<file path="config.mk">
export PLATFORM = sky130hd
export DESIGN_NAME = can_bus_responder_flat
export DESIGN_NICKNAME = d
export VERILOG_FILES = /design/src/rtl/can_bus_if.sv /design/src/rtl/can_bus_responder.sv /design/src/flat_wrapper.sv
export SDC_FILE = /design/constraint.sdc
export NUM_CORES = 1
export LEC_CHECK = 0
export ABC_AREA = 0
export BUFFER_PORTS_ARGS = -buffer_cell sky130_fd_sc_hd__buf_2
export CORE_MARGIN = 3
export CORE_UTILIZATION = 25
export CTS_BUF_LIST = sky130_fd_sc_hd__clkbuf_8
export DETAILED_ROUTE_END_ITERATION = 12
export GPL_TIMING_DRIVEN = 0
export PLACE_DENSITY = 0.41
export SETUP_SLACK_MARGIN = 0.05
export SYNTH_ARGS = -nofsm -noshare
export SYNTH_HDL_FRONTEND = slang
export SYNTH_SLANG_ARGS = --single-unit
</file>
<file path="constraint.sdc">
create_clock -name clk -period 2.1 [get_ports clk]
set_clock_uncertainty 0.15 [all_clocks]
set_input_delay 0.21 -clock clk [delete_from_list [all_inputs] [get_ports clk]]
set_output_delay 0.21 -clock clk [all_outputs]
set_load 0.005 [all_outputs]
</file>
<file path="src/rtl/can_bus_if.sv">
// can_bus_if: host-facing pins of the 8-bit multiplexed Intel-mode CAN bus.
//   can_ad_i   host -> responder address/data
//   can_ad_o   responder -> host read data
//   can_ad_oe  responder drives AD when 1
//   can_ale    address latch enable (active high)
//   can_cs_n, can_rd_n, can_wr_n  chip select / read / write strobes (active low)
//   can_rst_n  bus-side controller reset (active low)
//   can_int_n  interrupt toward host (active low)
interface can_bus_if;
  logic [7:0] can_ad_i;
  logic [7:0] can_ad_o;
  logic       can_ad_oe;
  logic       can_ale;
  logic       can_cs_n;
  logic       can_rd_n;
  logic       can_wr_n;
  logic       can_rst_n;
  logic       can_int_n;

  modport master (
    output can_ad_i, can_ale, can_cs_n, can_rd_n, can_wr_n, can_rst_n,
    input  can_ad_o, can_ad_oe, can_int_n
  );

  modport slave (
    input  can_ad_i, can_ale, can_cs_n, can_rd_n, can_wr_n, can_rst_n,
    output can_ad_o, can_ad_oe, can_int_n
  );
endinterface

</file>
<file path="src/rtl/can_bus_responder.sv">
// can_bus_responder: controller-side end of the multiplexed CAN controller bus.
// Emulates a 32 x 8 register file (0 mode, 3 IR read-clear, 4 IER, rest R/W),
// interrupt register and active-low INT generation.
//   clk, rst    system clock, synchronous active-high reset
//   bus         can_bus_if.slave pin bundle
//   irq_set_i   one-cycle pulses setting IR bits
//   wr_evt_o    one-cycle pulse per committed bus write
//   wr_addr_o   address of last committed write
//   wr_data_o   data of last committed write
module can_bus_responder #(
  parameter logic [7:0] RST_MODE_VAL = 8'h01
) (
  input  logic       clk,
  input  logic       rst,
  can_bus_if.slave   bus,
  input  logic [7:0] irq_set_i,
  output logic       wr_evt_o,
  output logic [7:0] wr_addr_o,
  output logic [7:0] wr_data_o
);

  typedef enum logic [2:0] {S_IDLE, S_ADDR, S_WAIT, S_RD, S_WR} state_e;

  // Two-flop synchronizers; control order {ale, cs_n, rd_n, wr_n, rst_n}.
  logic [7:0] ad_m_q, ad_s_q;
  logic [4:0] ctl_m_q, ctl_s_q;

  always_ff @(posedge clk) begin
    if (rst) begin
      ad_m_q  <= '0;
      ad_s_q  <= '0;
      ctl_m_q <= 5'b01111;
      ctl_s_q <= 5'b01111;
    end else begin
      ad_m_q  <= bus.can_ad_i;
      ad_s_q  <= ad_m_q;
      ctl_m_q <= {bus.can_ale, bus.can_cs_n, bus.can_rd_n, bus.can_wr_n, bus.can_rst_n};
      ctl_s_q <= ctl_m_q;
    end
  end

  logic ale_s, cs_s, rd_s, wr_s, rst_n_s;
  assign {ale_s, cs_s, rd_s, wr_s, rst_n_s} = ctl_s_q;

  state_e     state_q, state_d;
  logic [7:0] addr_q, addr_d;
  logic [7:0] data_q, data_d;
  logic [7:0] regs_q [32];
  logic [7:0] regs_d [32];
  logic [7:0] ir_q, ir_d;
  logic [7:0] ad_o_q, ad_o_d;
  logic       oe_q, oe_d;
  logic       int_n_q, int_n_d;
  logic       wr_evt_q, wr_evt_d;
  logic [7:0] wr_addr_q, wr_addr_d;
  logic [7:0] wr_data_q, wr_data_d;
  logic       ir_clr;
  logic       commit;
  logic [7:0] rd_data;

  always_comb begin
    state_d   = state_q;
    addr_d    = addr_q;
    data_d    = data_q;
    regs_d    = regs_q;
    wr_evt_d  = 1'b0;
    wr_addr_d = wr_addr_q;
    wr_data_d = wr_data_q;
    ir_clr    = 1'b0;
    commit    = 1'b0;

    if (ale_s) addr_d = ad_s_q;

    case (state_q)
      S_IDLE: if (ale_s) state_d = S_ADDR;
      S_ADDR: if (!ale_s) state_d = S_WAIT;
      S_WAIT: begin
        if (!cs_s && !rd_s)      state_d = S_RD;
        else if (!cs_s && !wr_s) state_d = S_WR;
        else if (ale_s)          state_d = S_ADDR;
      end
      S_RD: begin
        if (rd_s || cs_s) begin
          state_d = S_IDLE;
          ir_clr  = (addr_q == 8'd3);
        end
      end
      S_WR: begin
        data_d = ad_s_q;
        if (wr_s) begin
          state_d = S_IDLE;
          commit  = !cs_s;
        end
      end
      default: state_d = S_IDLE;
    endcase

    if (commit) begin
      wr_evt_d  = 1'b1;
      wr_addr_d = addr_q;
      wr_data_d = data_q;
      if (addr_q < 8'd32 && addr_q != 8'd3) regs_d[addr_q[4:0]] = data_q;
    end

    // Set wins over read-clear in the same cycle.
    ir_d = (ir_q & ~{8{ir_clr}}) | irq_set_i;

    // Bus-side reset overrides everything computed above.
    if (!rst_n_s) begin
      state_d  = S_IDLE;
      addr_d   = addr_q;
      data_d   = data_q;
      wr_evt_d = 1'b0;
      wr_addr_d = wr_addr_q;
      wr_data_d = wr_data_q;
      ir_d     = '0;
      for (int unsigned i = 0; i < 32; i++) regs_d[i] = (i == 0) ? RST_MODE_VAL : '0;
    end

    if (addr_q >= 8'd32)     rd_data = '0;
    else if (addr_q == 8'd3) rd_data = ir_q;
    else                     rd_data = regs_q[addr_q[4:0]];

    // Drive registered so the pin reflects the state being entered.
    oe_d    = (state_d == S_RD);
    ad_o_d  = oe_d ? rd_data : '0;
    int_n_d = ~|(ir_q & regs_q[4]);
  end

  always_ff @(posedge clk) begin
    if (rst) begin
      state_q   <= S_IDLE;
      addr_q    <= '0;
      data_q    <= '0;
      ir_q      <= '0;
      ad_o_q    <= '0;
      oe_q      <= 1'b0;
      int_n_q   <= 1'b1;
      wr_evt_q  <= 1'b0;
      wr_addr_q <= '0;
      wr_data_q <= '0;
      for (int unsigned i = 0; i < 32; i++) regs_q[i] <= (i == 0) ? RST_MODE_VAL : '0;
    end else begin
      state_q   <= state_d;
      addr_q    <= addr_d;
      data_q    <= data_d;
      ir_q      <= ir_d;
      ad_o_q    <= ad_o_d;
      oe_q      <= oe_d;
      int_n_q   <= int_n_d;
      wr_evt_q  <= wr_evt_d;
      wr_addr_q <= wr_addr_d;
      wr_data_q <= wr_data_d;
      regs_q    <= regs_d;
    end
  end

  assign bus.can_ad_o  = ad_o_q;
  assign bus.can_ad_oe = oe_q;
  assign bus.can_int_n = int_n_q;
  assign wr_evt_o      = wr_evt_q;
  assign wr_addr_o     = wr_addr_q;
  assign wr_data_o     = wr_data_q;

endmodule

</file>
<file path="src/flat_wrapper.sv">
// flat-port wrapper written by rule: the top's interface ports become plain ports
module can_bus_responder_flat 
#(
  parameter logic [7:0] RST_MODE_VAL = 8'h01
)
  (clk, rst, irq_set_i, wr_evt_o, wr_addr_o, wr_data_o, bus_can_ad_i, bus_can_ale, bus_can_cs_n, bus_can_rd_n, bus_can_wr_n, bus_can_rst_n, bus_can_ad_o, bus_can_ad_oe, bus_can_int_n);
  can_bus_if bus_i ();
  input  logic clk;
  input  logic rst;
  input  logic [7:0] irq_set_i;
  output logic wr_evt_o;
  output logic [7:0] wr_addr_o;
  output logic [7:0] wr_data_o;
  input wire logic [$bits(bus_i.can_ad_i)-1:0] bus_can_ad_i;
  input wire logic [$bits(bus_i.can_ale)-1:0] bus_can_ale;
  input wire logic [$bits(bus_i.can_cs_n)-1:0] bus_can_cs_n;
  input wire logic [$bits(bus_i.can_rd_n)-1:0] bus_can_rd_n;
  input wire logic [$bits(bus_i.can_wr_n)-1:0] bus_can_wr_n;
  input wire logic [$bits(bus_i.can_rst_n)-1:0] bus_can_rst_n;
  output wire logic [$bits(bus_i.can_ad_o)-1:0] bus_can_ad_o;
  output wire logic [$bits(bus_i.can_ad_oe)-1:0] bus_can_ad_oe;
  output wire logic [$bits(bus_i.can_int_n)-1:0] bus_can_int_n;
  assign bus_i.can_ad_i = bus_can_ad_i;
  assign bus_i.can_ale = bus_can_ale;
  assign bus_i.can_cs_n = bus_can_cs_n;
  assign bus_i.can_rd_n = bus_can_rd_n;
  assign bus_i.can_wr_n = bus_can_wr_n;
  assign bus_i.can_rst_n = bus_can_rst_n;
  assign bus_can_ad_o = bus_i.can_ad_o;
  assign bus_can_ad_oe = bus_i.can_ad_oe;
  assign bus_can_int_n = bus_i.can_int_n;
  can_bus_responder #(.RST_MODE_VAL(RST_MODE_VAL)) u_core (.clk(clk), .rst(rst), .bus(bus_i), .irq_set_i(irq_set_i), .wr_evt_o(wr_evt_o), .wr_addr_o(wr_addr_o), .wr_data_o(wr_data_o));
endmodule
</file>
==> Word-level counts from Yosys, hierarchy flattened <==
Index checks and enable logic that the tools add are counted.
{ "totals": {"register_bits": 336, "input_bits": 23} }
{ "classes": {"magnitude_cmp": 4, "eq_ne": 7, "n_mux": 20, "bitwise_logic": 7, "reduce_logical": 17} }
{ "ops": {"columns": ["operator", "count"], "rows": [
  ["256-bit bitwise mux", 1],
  ["8-bit binary-select mux with 5-bit select", 1],
  ["8-bit demux with 5-bit select", 1],
  ["8-bit two-way mux", 4],
  ["3-bit two-way mux", 7],
  ["8-bit bitwise AND", 2],
  ["3-bit one-hot mux with 5 select lines", 1],
  ["3-bit by 2-bit == test with 1-bit output, second input constant", 3],
  ["8-bit by 2-bit == test with 1-bit output, second input constant", 1],
  ["8-bit by 6-bit >= comparator with 1-bit output, second input constant", 1],
  ["8-bit by 6-bit less-than comparator with 1-bit output, second input constant", 1],
  ["8-bit by 2-bit != test with 1-bit output, second input constant", 1],
  ["8-bit inverter", 1],
  ["8-bit OR", 1],
  ["2-bit AND reduction", 4],
  ["8-bit OR reduction", 1],
  ["6-bit >= comparator, second input constant", 1],
  ["6-bit by 1-bit less-than comparator with 1-bit output, second input constant", 1],
  ["5-bit inverter with 6-bit output", 1],
  ["1-bit two-way mux", 5],
  ["1-bit logical AND", 4],
  ["1-bit zero test", 4],
  ["3-bit by 1-bit == test with 1-bit output, second input constant", 1],
  ["3-bit == test, second input constant", 1],
  ["other kinds (5)", 6]
]} }

==> Longest topological paths before layout <==
{ "logic_depth": {"ltp_word": 9, "ltp_mapped": 8, "mapped_depth_nobuf": 5} }

==> Worst setup path after synthesis <==
OpenSTA, ideal clock, no wires.
{ "synth_timing": {"path_type": "reg2reg", "start": "reg u_core.addr_q[5]", "end": "reg u_core.regs_q[144] (netlist name)", "setup_time_ps": 128, "arrival_time_ps": 1923, "slack_ps": -101, "path_stages_with_launch": 8, "path_buffers": 2, "synth_period_minus_slack_ps": 2201, "cell_sequence": "dfxtp_1 > or3_1 > buf_4 > or4_1 > buf_6 > nor2_8 > mux2i_1 > nor2_1"} }
{ "synth_between": {"elab_chain_len": 3, "elab_cells_between_ends": 4, "classes_between": "1 x order compare; 1 x eq/ne; 2 x reduce/logical"} }
{ "synth_rtl": {"columns": ["element", "line_no", "source"], "rows": [
  ["start: declaration", "can_bus_responder.sv:46", "logic [7:0] addr_q, addr_d;"],
  ["start signal: assignment", "can_bus_responder.sv:145", "addr_q <= addr_d;"],
  ["8-bit by 6-bit less-than comparator with 1-bit output / 8-bit by 2-bit != test with 1-bit output (equally long branches)", "can_bus_responder.sv:102", "if (addr_q < 8'd32 && addr_q != 8'd3) regs_d[addr_q[4:0]] = data_q;"],
  ["1-bit logical AND (*)", "can_bus_responder.sv:102", null],
  ["2-bit AND reduction (no line) (*)", null, null],
  ["end signal: assignment", "can_bus_responder.sv:154", "regs_q <= regs_d;"],
  ["end: declaration", "can_bus_responder.sv:48", "logic [7:0] regs_q [32];"]
]} }
Mark *: on every way between the ends. The rest lies on a longest branch, timed or not.
A chain may end at the register's enable or synchronous reset.

==> Final worst setup path <==
{ "layout_timing": {"start": "reg u_core.addr_q[5]", "end": "reg u_core.regs_q[79] (netlist name)"} }
The elaborated chain is that of the path after synthesis.

==> key figures <==
Global route
  • Initial antenna violation count: 0
  • Met1 Usage GRT: 25.3%
  • Number of global-route vias before repair: 12200
  • Gr usage total: 18.9%
  • First-pass GRT wire length: 83300 um
  • Met2 Usage GRT: 29.9%
  • Grt ovf: 0
  • Pin count of the biggest net entering global routing: 16
  • Most crowded layer after global routing: met2
  • Grt met3 use: 4.63%

Worst setup path
  • Setup CP Type: reg -> reg
  • Worst setup startpoint: u_core.addr_q[5]$_SDFFE_PP0P_
  • Critical Path Fanout Max: 8
  • Worst setup SP type: flip-flop
  • R2R Setup Slk: -0.17 ns
  • Worst path required time: 2.54 ns
  • Reg2reg path depth: 7
  • Reg2Reg Launch Point: u_core.addr_q[5]$_SDFFE_PP0P_
  • Crit path capture: u_core.regs_q[79]$_SDFFE_PP0P_
  • WP data arrival: 2.71 ns
  • Worst R2R End: u_core.regs_q[79]$_SDFFE_PP0P_
  • CP Capture Type: flip-flop

Route
  • First-pass iteration count of the detailed router: 7
  • Via density: 4.91
  • DR iter-0 viols: 963
  • Detailed-route wire length per cell: 22.8 um
  • Drc violations: 0
  • Via count: 12600
  • Drt total wl: 58300 um
  • Remaining antenna violation count: 0

Clock network
  • Clock Pin Slew Worst Setup and Hold Paths: 0.06 ns
  • Clock tree buffer depth: 3
  • CTS H-tree lvls: 2
  • Clk root buf: clkbuf_8
  • Worst skew pair latency: 0.67 ns
  • Inserted Clock Buffers: 59
  • CTS tree: built
  • Clock net sink count: 336

Die
  • Die footprint: 59200 sq um
  • Row cnt: 86
  • Die Span Y: 243 um
  • Die X: 243 um
  • I/O pins: 50
  • Initial Util: 25.4%
  • Core ar.: 55400 sq um

Outcome
  • Status: complete, but fails checks
  • Failing checks: setup timing

Synthesis
  • Register area share after synthesis: 47.8%
  • Synth unique cells: 56
  • Net Count, Synth: 1567
  • Synth async-reset ratio: 0%
  • Avg Cell Area, Syn: 9.12 sq um
  • Post-synth EDFFs: 0
  • Prevailing post-synth register cell: dfxtp_1
  • Synth warnings: 0
  • Synthesized flop and latch total: 336
  • Syn Inst Count: 1544
  • Synthesized area: 14100 sq um

Min path
  • Hold Path Cell Cnt: 3
  • Hold WC Path Type: in -> reg

Timing
  • Worst Tran Pin Value: 0.877 ns
  • Setup violators final: 132
  • RSZ-0062 raised after global routing: yes
  • Setup WS post-layout: -0.172 ns
  • Relative slew slack: 41.6%
  • Min Hold Slack: 0.0462 ns
  • Final period util: 108%
  • Final Max Tran Viols: 0
  • F_max: 0.440 GHz
  • Final hold viol count: 0
  • Post-layout min period: 2.27 ns

Power
  • Sequential power share: 49.7%
  • P_sw: 0.00318 W
  • Leakage Power: 6.79 nW
  • Internal power: 0.00977 W
  • Clock share of power: 46.8%
  • Logic pwr share: 3.5%
  • Maximum VDD drop: 0.399 mV
  • Pwr Density: 645 nW/um^2
  • Switching Fraction: 24.5%

Finish
  • Share of layout cells above drive strength 1: 38.3%
  • Final net count: 1788
  • Final Non-Filler Cells: 2558
  • Commonest non-fill, non-tap cell in the layout: dfxtp_1
  • Cell area after layout: 20100 sq um
  • Final core occ: 36.2%
  • Synth-to-layout area growth: 42.6%
  • Most frequent cells in the layout: dfxtp_1, nand2_1, mux2i_1

Run
  • Max-cap check violation count: 0

Placement
  • Hpwl dp: 39000 um
  • Placed Area: 15300 sq um
  • Placed cell count: 2340
  • Number of port buffers: 48
  • Final GP Congestion: 0.890
power by group through the flow:
stage,logic (W),registers (W),clock network (W)
after global placement,0.000329,0.00658,0
after detailed placement,0.000329,0.00658,0
after floorplan,0.000185,0.00657,0
final,0.000447,0.00644,0.00606
after CTS,0.000406,0.00644,0.00621
after global routing,0.000474,0.00644,0.00651
area by class of cell:
class | instances | area [sq um]
Buffer | 132 | 1110
Antenna cell | 1 | 2.50
Clock inverter | 29 | 124
Multi-Input combinational cell | 1068 | 8490
Timing Repair Buffer | 166 | 1620
Tap cell | 748 | 936
Clock buffer | 76 | 1050
Fill cell | 5629 | 35300
Inverter | 2 | 7.51
Sequential cell | 336 | 6750
routing by layer:
metal	vias to the layer above	routed length [um]
met2	388	26100
met4	0	2200
met1	6189	26100
met3	115	3920
li1	5876	-
met5	-	0
sequential cells by signal, indices dropped and copies added (netlist names), 8 cells and up:
register and count:
u_core.ad_m_q 8, u_core.ad_s_q 8, u_core.addr_q 8, u_core.bus.can_ad_o 8
u_core.data_q 8, u_core.ir_q 8, u_core.regs_q 256, u_core.wr_addr_o 8
u_core.wr_data_o 8
critical path: stages (launching register included):
cell,delay [ns]
dfxtp_4,0.35
or3_4,0.42
or4_4,0.54
buf_12,0.17
buf_12,0.12
nor2_4,0.21
nand2_1,0.09
a21oi_1,0.15
how the worst min path moves through the flow:
| stage | startpoint | to | slack [ns] |
|---|---|---|---|
| final | rst | u_core.ad_m_q[0]$_SDFF_PP0_ | 0.05 |
| after global placement | bus_can_rst_n | u_core.ctl_m_q[0]$_SDFF_PP1_ | 0.25 |
| after floorplan | bus_can_rst_n | u_core.ctl_m_q[0]$_SDFF_PP1_ | 0.16 |
| after CTS | rst | u_core.ad_m_q[0]$_SDFF_PP0_ | 0.007 |
| after detailed placement | bus_can_rst_n | u_core.ctl_m_q[0]$_SDFF_PP1_ | 0.25 |
| after global routing | rst | u_core.ad_m_q[2]$_SDFF_PP0_ | 0.05 |
through the flow:
| stage | setup slack [ns] | total power, W | setup TNS (ns) |
|---|---|---|---|
| floorplan | -0.0319 | 0.00675 | -0.713 |
| global placement | -1.08 | 0.00691 | -169.36 |
| detailed placement | -1.04 | 0.00691 | -171.18 |
| CTS | -0.173 | 0.0131 | -8.17 |
| global route | -0.253 | 0.0134 | -23.72 |
| finish | -0.172 | 0.0129 | -11.77 |
synth_stat cells, types with 16 or more instances:
library cell | number | area, sq um
nand3_1 | 77 | 385
clkbuf_1 | 91 | 342
nor2b_1 | 25 | 156
nand2_1 | 226 | 848
dfxtp_1 | 336 | 6730
mux4_2 | 42 | 946
nor2_1 | 135 | 507
o21ai_0 | 96 | 480
mux2i_1 | 145 | 1450
a21oi_1 | 193 | 966
buf_2 | 29 | 145
o22ai_1 | 16 | 100
cells by family after synthesis:
| logic type | synth area share [%] |
|---|---|
| compound gates | 13.0 |
| buf+inv | 4.23 |
| flops | 47.8 |
| mux | 17.2 |
| simple gates | 17.8 |
what timing repair did:
item                                    4_1_cts  5_1_grt
gates cloned                                  3        7
hold buffers                                 21        0
setup buffers                                60       28
gates resized for setup                     316      400
pin swaps                                    36      130
hold endpoints to repair                     21        0
endpoints found under the setup margin      283      275
No activity file was read; power rests on OpenSTA's default activity.
